--- src/rtl/change_dispenser.sv ---
// Change dispenser: latches cash and ticket category, computes change and
// pays it out one coin per handshake, always choosing the largest available
// denomination from a per-denomination inventory.
module change_dispenser #(
  parameter int                       CASH_W    = 8,
  parameter int                       NCAT      = 3,
  parameter int                       CAT_W     = 2,
  parameter logic [NCAT*CASH_W-1:0]   PRICE_VEC = {8'd15, 8'd12, 8'd8},
  parameter int                       D0        = 10,
  parameter int                       D1        = 5,
  parameter int                       D2        = 2,
  parameter int                       D3        = 1,
  parameter int                       INV_W     = 4,
  parameter int                       INV_INIT  = 4
) (
  input  logic              clk,
  input  logic              rst,
  input  logic              start,
  input  logic              cancel,
  input  logic [CAT_W-1:0]  cat_sel,
  input  logic [CASH_W-1:0] cash,
  output logic              coin_valid,
  output logic [1:0]        coin_idx,
  input  logic              coin_ready,
  output logic              busy,
  output logic              done,
  output logic              shortfall,
  output logic [CASH_W-1:0] short_amt,
  output logic              insufficient,
  input  logic              refill,
  input  logic [1:0]        refill_idx,
  input  logic [INV_W-1:0]  refill_cnt
);

  // Denomination values, index 0 is the largest coin.
  localparam logic [CASH_W-1:0] DEN [4] = '{CASH_W'(D0), CASH_W'(D1), CASH_W'(D2), CASH_W'(D3)};
  localparam logic [INV_W-1:0]  INV_RST = INV_W'(INV_INIT);
  localparam logic [INV_W-1:0]  INV_ONE = INV_W'(1);
  localparam logic [INV_W-1:0]  INV_ZERO = INV_W'(0);

  typedef enum logic [1:0] {
    IDLE  = 2'd0,
    DISP  = 2'd1,
    DONE  = 2'd2,
    SHORT = 2'd3
  } state_t;

  state_t              state_r;
  state_t              state_nx_s;
  logic [CASH_W-1:0]   remaining_r;
  logic [CASH_W-1:0]   short_amt_r;
  logic                insufficient_r;
  logic [INV_W-1:0]    inv_r [4];

  logic [CASH_W-1:0]   price_s;
  logic [CASH_W-1:0]   start_rem_s;
  logic                start_insuff_s;
  logic                sel_found_s;
  logic [1:0]          sel_idx_s;
  logic [CASH_W-1:0]   next_rem_s;

  // Price lookup; categories outside the table cost nothing, so all cash is refunded.
  always_comb begin
    price_s = '0;
    for (int k = 0; k < NCAT; k++) begin
      if (cat_sel == CAT_W'(k)) begin
        price_s = PRICE_VEC[k*CASH_W +: CASH_W];
      end else begin
        price_s = price_s;
      end
    end
  end

  // Change owed at start: full cash on cancel or underpayment, else cash minus price.
  always_comb begin
    start_rem_s    = cash;
    start_insuff_s = 1'b0;
    if (cancel) begin
      start_rem_s    = cash;
      start_insuff_s = 1'b0;
    end else if (cash < price_s) begin
      start_rem_s    = cash;
      start_insuff_s = 1'b1;
    end else begin
      start_rem_s    = cash - price_s;
      start_insuff_s = 1'b0;
    end
  end

  // Largest coin that fits the remainder and is still in stock (lowest index wins).
  always_comb begin
    sel_found_s = 1'b0;
    sel_idx_s   = 2'd0;
    for (int i = 3; i >= 0; i--) begin
      if ((DEN[i] <= remaining_r) && (inv_r[i] != INV_ZERO)) begin
        sel_found_s = 1'b1;
        sel_idx_s   = 2'(i);
      end else begin
        sel_found_s = sel_found_s;
        sel_idx_s   = sel_idx_s;
      end
    end
  end

  assign next_rem_s = remaining_r - DEN[sel_idx_s];

  // Next-state logic of the dispense sequencer.
  always_comb begin
    state_nx_s = state_r;
    case (state_r)
      IDLE: begin
        if (start) begin
          state_nx_s = (start_rem_s != '0) ? DISP : DONE;
        end else begin
          state_nx_s = IDLE;
        end
      end
      DISP: begin
        if (!sel_found_s) begin
          state_nx_s = SHORT;
        end else if (coin_ready && (next_rem_s == '0)) begin
          state_nx_s = DONE;
        end else begin
          state_nx_s = DISP;
        end
      end
      DONE:    state_nx_s = IDLE;
      SHORT:   state_nx_s = IDLE;
      default: state_nx_s = IDLE;
    endcase
  end

  // State register.
  always_ff @(posedge clk or posedge rst) begin
    if (rst) begin
      state_r <= IDLE;
    end else begin
      state_r <= state_nx_s;
    end
  end

  // Transaction datapath and coin inventory; inventory only changes in IDLE
  // (refill) or on a coin handshake, so an offered coin never shifts under the actuator.
  always_ff @(posedge clk or posedge rst) begin
    if (rst) begin
      remaining_r    <= '0;
      short_amt_r    <= '0;
      insufficient_r <= 1'b0;
      for (int i = 0; i < 4; i++) begin
        inv_r[i] <= INV_RST;
      end
    end else begin
      case (state_r)
        IDLE: begin
          if (start) begin
            remaining_r    <= start_rem_s;
            insufficient_r <= start_insuff_s;
            short_amt_r    <= '0;
          end
          if (refill) begin
            inv_r[refill_idx] <= refill_cnt;
          end
        end
        DISP: begin
          if (sel_found_s) begin
            if (coin_ready) begin
              remaining_r        <= next_rem_s;
              inv_r[sel_idx_s]   <= inv_r[sel_idx_s] - INV_ONE;
            end
          end else begin
            short_amt_r <= remaining_r;
          end
        end
        default: begin
        end
      endcase
    end
  end

  assign coin_valid   = (state_r == DISP) && sel_found_s;
  assign coin_idx     = (state_r == DISP) ? sel_idx_s : 2'd0;
  assign busy         = (state_r != IDLE);
  assign done         = (state_r == DONE);
  assign shortfall    = (state_r == SHORT);
  assign short_amt    = short_amt_r;
  assign insufficient = insufficient_r;

endmodule

--- config.mk ---
export PLATFORM = sky130hd
export DESIGN_NAME = change_dispenser
export DESIGN_NICKNAME = d
export VERILOG_FILES = /design/src/rtl/change_dispenser.sv
export SDC_FILE = /design/constraint.sdc
export NUM_CORES = 1
export LEC_CHECK = 0
export ABC_AREA = 1
export CELL_PAD_IN_SITES_DETAIL_PLACEMENT = 1
export CELL_PAD_IN_SITES_GLOBAL_PLACEMENT = 1
export CORE_MARGIN = 4
export CORE_UTILIZATION = 43
export CTS_BUF_LIST = sky130_fd_sc_hd__clkbuf_8
export CTS_CLUSTER_SIZE = 24
export DETAILED_ROUTE_END_ITERATION = 16
export DONT_BUFFER_PORTS = 1
export PLACE_DENSITY = 0.88
export SYNTH_ARGS = -nofsm -noshare
export SYNTH_HDL_FRONTEND = slang
export SYNTH_SLANG_ARGS = --single-unit
--- constraint.sdc ---
create_clock -name clk -period 3.1 [get_ports clk]
set_clock_uncertainty 0.15 [all_clocks]
set_input_delay 0.775 -clock clk [delete_from_list [all_inputs] [get_ports clk]]
set_output_delay 0.775 -clock clk [all_outputs]
set_load 0.02 [all_outputs]
Word level (Yosys, flattened, before mapping)
Cells that the tools add are included.
{"block": "totals", "regBits": 35, "word_cells": 99, "out_inout_bits": 15, "inputBits": 22}
{"block": "classes", "n_reduce_logical": 23, "add_sub_neg": 3, "eq_ne": 10, "mux": 44, "bitwise": 2, "order_cmp": 9}
{"op": "$mux W8", "count": 11}
{"op": "$mux W16", "count": 3}
{"op": "$bwmux W16", "count": 2}
{"op": "$pmux W16 S2", "count": 1}
{"op": "$pmux W8 S2", "count": 2}
{"op": "$mux W4", "count": 5}
{"op": "$mux W2", "count": 9}
{"op": "$bmux W8 S2", "count": 1}
{"op": "$demux W4 S2", "count": 2}
{"op": "$reduce_bool A4 Y1", "count": 4}
{"op": "$sub A8 B8 Y8", "count": 2}
{"op": "$ne A2 B2 Y1 const B", "count": 5}
{"op": "$bmux W4 S2", "count": 1}
{"op": "$le A1 B8 Y1 const A", "count": 1}
{"op": "$le A2 B8 Y1 const A", "count": 1}
{"op": "$le A3 B8 Y1 const A", "count": 1}
{"op": "$le A4 B8 Y1 const A", "count": 1}
{"op": "$logic_and A1 B1 Y1", "count": 8}
{"op": "$logic_not A8 Y1", "count": 1}
{"op": "$lt A8 B8 Y1", "count": 1}
{"op": "$reduce_and A4 Y1", "count": 2}
{"op": "$reduce_bool A8 Y1", "count": 1}
{"op": "$eq A2 B2 Y1 const B", "count": 3}
{"op": "$ge A3 B3 Y1 const B", "count": 2}
{"op": "other kinds (11)", "count": 21}

Depth between registers and ports, before layout
Gate-level depths: netlist of run 1.
{"block": "depth", "word_depth": 16, "mapped_depth": 22}

Worst setup path before layout of run 1
No wires, ideal clock.
{"block": "synth_timing", "kind": "register to register", "from": "register remaining_r[1]", "to": "register state_r[0]", "t_required_ns": 2.833, "setup_slack_ns": 0.009, "stages_incl_launch_ff": 21, "path_buffers": 0, "t_arrival_ns": 2.823, "setup_ns": 0.117, "cell_sequence": "dfrtp_1 > inv_1 > nand2_1 > o21ai_4 > nand3_2 > nand2_2 > nand2_2 > inv_2 > ha_1 > inv_1 > fa_1 > nand2_1 > inv_1 > o21ai_0 > a21oi_1 > nor2_1 > nand2_1 > nor4_1 > o21ai_0 > nand2_1 > nand2_1"}
{"block": "synth_between", "elab_chain_cells": 16, "elab_cells_between_ends": 26}
{"element": "from (decl)", "line_no": "50", "text": "logic [CASH_W-1:0] remaining_r;"}
{"element": "from (signal assigned)", "line_no": "156", "text": "remaining_r <= start_rem_s;"}
{"element": "from (signal assigned)", "line_no": "167", "text": "remaining_r <= next_rem_s;"}
{"element": "$le A1 B8 Y1", "line_no": "95", "text": "if ((DEN[i] <= remaining_r) && (inv_r[i] != INV_ZERO)) begin"}
{"element": "$logic_and A1 B1 Y1", "line_no": "95"}
{"element": "$mux W2 (4 in series)", "line_no": "95"}
{"element": "$not A2 Y3 (not written as such)", "line_no": "105", "text": "assign next_rem_s = remaining_r - DEN[sel_idx_s];"}
{"element": "$bmux W8 S2", "line_no": "105"}
{"element": "$mux W8 (not written as such) (2 in series)", "line_no": "105"}
{"element": "$sub A8 B8 Y8", "line_no": "105"}
{"element": "$logic_not A8 Y1", "line_no": "121", "text": "end else if (coin_ready && (next_rem_s == '0)) begin"}
{"element": "$logic_and A1 B1 Y1", "line_no": "121"}
{"element": "$mux W2", "line_no": "121"}
{"element": "$mux W2 (*)", "line_no": "119", "text": "if (!sel_found_s) begin"}
{"element": "$pmux W2 S3 (*)", "line_no": "110", "text": "case (state_r)"}
{"element": "named net state_nx_s[0]", "line_no": "49", "text": "state_t state_nx_s;"}
{"element": "to (signal assigned)", "line_no": "138", "text": "state_r <= state_nx_s;"}
{"element": "to (decl)", "line_no": "48", "text": "state_t state_r;"}
Mark *: on every way through the listed nets, which the timed path passes. The rest lies on a longest branch. The select of a mux whose other input is x is not followed.
A chain may end at the register's enable or synchronous reset.

Worst setup path in the final report of run 1
{"block": "layout_timing", "from": "register inv_r[1] in the netlist's numbering", "to": "register state_r[1]"}
{"block": "layout_between", "elab_chain_cells": 16, "elab_cells_between_ends": 20}
{"element": "from (decl)", "line_no": "53", "text": "logic [INV_W-1:0] inv_r [4];"}
{"element": "from (signal, indexed assignment)", "line_no": "161", "text": "inv_r[refill_idx] <= refill_cnt;"}
{"element": "from (signal, indexed assignment)", "line_no": "168", "text": "inv_r[sel_idx_s] <= inv_r[sel_idx_s] - INV_ONE;"}
{"element": "$reduce_bool A4 Y1 (*)", "line_no": "95"}
{"element": "$logic_and A1 B1 Y1 (*)", "line_no": "95"}
{"element": "$mux W2 (4 in series)", "line_no": "95"}
{"element": "$not A2 Y3 (not written as such)", "line_no": "105"}
{"element": "$bmux W8 S2", "line_no": "105"}
{"element": "$mux W8 (not written as such) (2 in series)", "line_no": "105"}
{"element": "$sub A8 B8 Y8", "line_no": "105"}
{"element": "$logic_not A8 Y1", "line_no": "121"}
{"element": "$logic_and A1 B1 Y1", "line_no": "121"}
{"element": "$mux W2", "line_no": "121"}
{"element": "$mux W2 (*)", "line_no": "119"}
{"element": "$pmux W2 S3 (*)", "line_no": "110"}
{"element": "named net state_nx_s[1]", "line_no": "49"}
Marks and branches as above.

==> results of run 1 <==
[cells in the mapped netlist, drive strengths merged]
library cell / n / share of area
nor3: 4 / 0.0072
fa: 2 / 0.014
nand2: 107 / 0.15
and3: 1 / 0.0023
buf: 3 / 0.0054
nand3: 45 / 0.090
clkbuf: 3 / 0.0041
xor2: 6 / 0.022
nand4: 6 / 0.014
a31oi: 5 / 0.011
o22ai: 5 / 0.011
a21oi: 15 / 0.027
nor2: 44 / 0.069
o211ai: 5 / 0.014
xnor2: 1 / 0.0032
dfstp: 4 / 0.038
dfrtp: 31 / 0.28
or2: 1 / 0.0023
nor4: 1 / 0.0023
a22oi: 4 / 0.013
o21ai: 32 / 0.067
o32ai: 1 / 0.0032
inv: 73 / 0.099
ha: 11 / 0.050
[stage by stage]
stage	std cells	power [mW]	hold slack, ps
2_1_floorplan	410	2.144	321.5
5_1_grt	563	5.077	349.1
6_report	563	4.938	302.3
4_1_cts	555	3.992	340.7
3_3_place_gp	535	2.861	378.5
3_5_place_dp	535	3.006	401.8
[final cells by class]
| type | count | area (um^2) |
|---|---|---|
| inverter | 73 | 281.5 |
| multi-input combinational | 296 | 1896 |
| clock inverter | 3 | 43.79 |
| sequential | 35 | 883.3 |
| timing repair buffer | 76 | 598.1 |
| fill | 763 | 2231 |
| tap | 75 | 93.84 |
| clock buffer | 5 | 68.82 |
[power by group through the flow]
stage | Sequential [mW] | Clock (mW) | Combinational [mW]
6_report | 0.914 | 0.450 | 3.57
5_1_grt | 0.922 | 0.457 | 3.70
4_1_cts | 0.878 | 0.426 | 2.69
3_5_place_dp | 0.868 | 0 | 2.14
3_3_place_gp | 0.855 | 0 | 2.01
2_1_floorplan | 0.854 | 0 | 1.29
[flip-flops by register name (all words and copies together), names as in the netlist]
name	cells
remaining_r	8
state_r	2
inv_r	16
insufficient	1
short_amt	8
[kinds of logic after synthesis]
kind of cell / after synthesis / synth area share
buffers and inverters: 79 / 0.1085
adder cells (fa/ha/maj): 13 / 0.06417
XOR/XNOR: 7 / 0.02485
AND/OR/NAND/NOR: 209 / 0.3380
AO/OA/AOI/OAI: 67 / 0.1464
flip-flops: 35 / 0.3181
[metal layers]
metal / part of all wire / wire length, um
met2: 0.46 / 6964
met5: 0 / 0
met1: 0.37 / 5593
met3: 0.094 / 1432
met4: 0.083 / 1273
[repair_timing]
item,CTS,global route
endpoints found under the setup margin,6,16
hold buffers,0,0
buffers inserted,12,10
resized for setup,46,42
pin swaps,20,21
[worst max path at each step]
stage	slack, ps	start	to
2_1_floorplan	9	remaining_r[1]	state_r[0]
3_3_place_gp	-30	remaining_r[6]	state_r[1]
3_5_place_dp	-290	remaining_r[2]	state_r[1]
4_1_cts	-10	remaining_r[3]	state_r[1]
5_1_grt	-370	remaining_r[6]	state_r[1]
6_report	-290	inv_r[1]	state_r[1]
==> impl_metrics.py, run 1 <==
metrics = {
    "die": {
        "io_pins": 37,
        "coreArea_mm2": 0.006096,
        "initial_utilization": 0.4542,
        "rows": 28,
        "die_area_mm2": 0.007787,
        "die_w_um": 88.25,
        "die_h_um": 88.25,
    },
    "clock_tree": {
        "cts.sinks": 35,
        "clock_path_buffers": 2,
        "clock_latency_ps": 310,
        "cts_tree": "done",
        "cts_htree_levels": 2,
        "cts_made_buffers": 5,
        "path_clk_slew_ps": 90,
        "root_buffer": "clkbuf_8",
    },
    "setup_path": {
        "end_kind": "flip-flop",
        "cp.arrival_ps": 3420,
        "start_kind": "flip-flop",
        "reg2reg_from": "inv_r[1]",
        "critPathTopFamily": "simple AND/OR/NAND/NOR gates",
        "reg2reg_slack_ps": -290,
        "path_class": "flip-flop to flip-flop",
        "reg2reg_depth": 19,
        "r2r_end": "state_r[1]",
        "max_stage_delay_ps": 400,
        "path_buf_inv": 6,
        "slowest_stage": "dfrtp_1",
        "path_max_fanout": 3,
        "required_ps": 3130,
        "path_depth": 19,
        "path_cells": "inv_1, nand2_1, nor3_2, inv_1, buf_4, nand2_1, nand2_1, nand3_2, inv_1, nor2_2, inv_2, ha_4, nand2_2, nand3_2, xor2_1, nor4_4, buf_4, o21ai_2, o21ai_1",
    },
    "pwr": {
        "p_switching_mw": 2.617,
        "p_leak_nw": 1.974,
        "power.share.clock": 0.091,
        "intPower_mw": 2.320,
        "pwr-share-comb": 0.724,
        "ir_drop_mv": 0.6888,
        "power_density_mw_per_mm2": 1278,
        "netSwitchingFraction": 0.5301,
        "seq_power_share": 0.185,
    },
    "synth": {
        "ys_ff_latch": 35,
        "syn_inst": 410,
        "synth_area_per_cell_um2": 6.753,
        "synth_nets": 445,
        "ys_seq_area_frac": 0.3181,
        "synth_area_mm2": 0.002769,
        "synth_warnings": 0,
        "synthDistinctLibCells": 36,
    },
    "global_route": {
        "grt_max_degree": 36,
        "globalRouteTotalUtil": 0.3550,
        "grt_pass1_wl_um": 20750,
        "use_met2": 0.5778,
        "overflow": 0,
        "use_met3": 0.08007,
        "grt_util_met1": 0.4210,
        "grt_busiest_layer": "met2",
        "antenna_found_initial": 0,
        "grt_pass1_vias": 3801,
    },
    "outcome": {
        "violations": "setup timing",
        "status": "complete, but fails checks",
    },
    "sta": {
        "slew_headroom": 0.6085,
        "slew_violations": 0,
        "setup_violations": 11,
        "hold_violations": 0,
        "min_period_over_period": 1.095,
        "setup_slack_ps": -293.3,
        "fmax_mhz": 294.7,
        "setup_tns_ps": -1558,
        "worst_pin_slew_ps": 586.6,
        "rsz0062_at_grt": "true",
        "post-route-min-period_ps": 3393,
    },
    "job": {
        "cap_violations": 0,
    },
    "drt": {
        "viasPerCell": 6.647,
        "vias": 3742,
        "wl_per_cell_um": 27.11,
        "drc": 0,
        "drtAntennaViolNets": 0,
        "drt_iter0_drc": 401,
        "drt_first_pass_iters": 5,
        "routed_wl_um": 15260,
    },
    "layout": {
        "drive_above_1_share": 0.3607,
        "final_cell_mix": "nand2_1, buf_4, inv_1",
        "syn_to_final_growth_pct": 39.58,
        "diodes": 0,
        "finalNetCount": 522,
        "final_common_cell": "nand2_1",
        "fin_util": 0.6340,
        "final_area_mm2": 0.003865,
    },
    "placed_design": {
        "io_buffers": 0,
        "place.gp.congestion": 0.8559,
        "placed_area_mm2": 0.003269,
        "pre_cts_ws_ps": -288.6,
        "post-dp-hpwl_um": 7242,
    },
    "worst_hold_path": {
        "hp-class": "input pin to asynchronous set/reset pin",
    },
}
Power figures use the tool's default switching activity.
==> run 2: changes to the inputs <==
--- a/config.mk
+++ b/config.mk
@@ -6,6 +6,7 @@
 export NUM_CORES = 1
 export LEC_CHECK = 0
 export ABC_AREA = 1
+export CAP_MARGIN = 15
 export CELL_PAD_IN_SITES_DETAIL_PLACEMENT = 1
 export CELL_PAD_IN_SITES_GLOBAL_PLACEMENT = 1
 export CORE_MARGIN = 4
==> results of run 2 <==
No change in the layout: final DEF, timing and power equal those of run 1.
==> run 3: changes to the inputs <==
--- a/config.mk
+++ b/config.mk
@@ -9,6 +9,7 @@
 export CAP_MARGIN = 15
 export CELL_PAD_IN_SITES_DETAIL_PLACEMENT = 1
 export CELL_PAD_IN_SITES_GLOBAL_PLACEMENT = 1
+export CORE_ASPECT_RATIO = 0.7
 export CORE_MARGIN = 4
 export CORE_UTILIZATION = 43
 export CTS_BUF_LIST = sky130_fd_sc_hd__clkbuf_8
==> impl_metrics.py, run 3 (same netlist as run 1, synthesis figures left out) <==
metrics = {
    "placed_design": {
        "io_buffers": 0,
        "post-place-cells": 532,
        "place.gp.congestion": 0.9502,
        "pre_cts_ws_ps": -258.7,
        "post-dp-hpwl_um": 7501,
    },
    "sta": {
        "hold_violations": 0,
        "whs_ps": 311.4,
        "slew_violations": 0,
        "worst_pin_slew_ps": 700.8,
        "min_period_over_period": 1.070,
        "setup_violations": 6,
        "rsz0062_at_grt": "true",
        "fmax_mhz": 301.6,
        "setup_slack_ps": -215.6,
        "post-route-min-period_ps": 3316,
        "setup_tns_ps": -605.7,
        "slew_headroom": 0.5292,
    },
    "layout": {
        "fillers": 819,
        "fin_cells": 556,
        "diodes": 0,
        "final_common_cell": "nand2_1",
        "largest_reg_flops": 16,
        "syn_to_final_growth_pct": 33.21,
        "finalNetCount": 512,
        "final_cell_mix": "nand2_1, buf_4, inv_1",
        "top_register": "inv_r",
        "drive_above_1_share": 0.3222,
    },
    "setup_path": {
        "cp.arrival_ps": 3360,
        "required_ps": 3150,
        "path_class": "flip-flop to flip-flop",
        "start_kind": "flip-flop",
        "end_kind": "flip-flop",
        "path_max_fanout": 4,
    },
    "outcome": {
        "violations": "setup timing",
        "status": "complete, but fails checks",
    },
    "die": {
        "initial_utilization": 0.4433,
        "die_area_mm2": 0.007808,
        "rows": 24,
        "io_pins": 37,
        "die_w_um": 103.9,
        "die_h_um": 75.14,
        "coreArea_mm2": 0.006246,
    },
    "clock_tree": {
        "clock_latency_ps": 320,
        "cts_made_buffers": 5,
        "cts_htree_levels": 2,
        "cts_tree": "done",
        "root_buffer": "clkbuf_8",
        "clock_path_buffers": 2,
        "path_clk_slew_ps": 100,
        "cts.sinks": 35,
    },
    "global_route": {
        "grt_pass1_vias": 3292,
        "globalRouteTotalUtil": 0.2812,
        "grt_pass1_wl_um": 17090,
        "overflow": 0,
        "antenna_found_initial": 0,
        "grt_max_degree": 36,
    },
    "pwr": {
        "power_density_mw_per_mm2": 1194,
        "p_leak_nw": 1.898,
        "ir_drop_mv": 0.4471,
        "total_power_mw": 4.405,
    },
    "drt": {
        "viasPerCell": 6.126,
        "drt_iter0_drc": 304,
        "vias": 3406,
        "drc": 0,
        "routed_wl_um": 13260,
        "drtAntennaViolNets": 0,
        "wl_met3_um": 1194,
        "wl_per_cell_um": 23.84,
        "drt_first_pass_iters": 5,
        "wl_met1_um": 5479,
        "routed.top_layer": "met4",
        "met2_length_um": 5977,
    },
    "worst_hold_path": {
        "hp-class": "input pin to asynchronous set/reset pin",
    },
    "job": {
        "cap_violations": 0,
    },
}
-- run 3: metal layers --
layer  GRT usage  vias up
met3     0.05827       65
li1            -     1457
met4      0.1003        0
met5           0        -
met1      0.3676     1660
met2      0.4730      224
-- run 3: area by class of cell --
cell class / instances / area (um^2) / area share
Timing Repair Buffer: 66 / 511.7 / 0.1387
Clock inverter: 3 / 23.77 / 0.006445
Multi-Input combinational cell: 296 / 1828 / 0.4956
Inverter: 73 / 276.5 / 0.07497
Tap cell: 78 / 97.59 / 0.02646
Clock buffer: 5 / 68.82 / 0.01866
Sequential cell: 35 / 882.1 / 0.2391
-- run 3: report_power, final --
part           leakage, nW  internal, mW  switching [mW]  total, mW
clock network       0.0408         0.161           0.218      0.379
logic                 1.43          1.25            1.89       3.14
registers            0.423         0.679           0.211      0.890
total                 1.90          2.09            2.31       4.41
-- run 3: per-stage QoR --
step           area, um^2    util
2_1_floorplan        2769       -
3_3_place_gp         3216  0.5148
3_5_place_dp         3216  0.5148
4_1_cts              3425  0.5483
5_1_grt              3689  0.5905
6_report             3689  0.5905
-- run 3: worst max-delay path: stages (launching register included) --
cell	delay [ps]
dfrtp_1	430
nor2_2	140
nand2_4	110
inv_2	100
nand3_2	140
nand3_4	130
nand2_4	70
nand2_4	80
inv_4	50
ha_4	150
inv_2	80
fa_2	470
inv_1	70
nand4_1	130
nor2_2	230
nand2_2	110
nor4_4	290
o21ai_2	90
nand2_1	100
nand2_1	70
-- run 3: repair_timing --
action,CTS,global route
pin swaps,7,24
gates resized for setup,22,43
setup endpoints to repair,7,9
setup buffers,3,13
hold buffers,0,0
-- run 3: worst paths after layout --
check,from,endpoint,slack (ps),cells past startpoint
max reg2reg,remaining_r[6],state_r[0],-220,19
max in group asynchronous,rst,inv_r[14],2110,2
min in group clk,inv_r[6],inv_r[6],410,2
min,rst,remaining_r[6],310,2
max,remaining_r[6],state_r[0],-220,19
min reg2reg,inv_r[6],inv_r[6],410,2
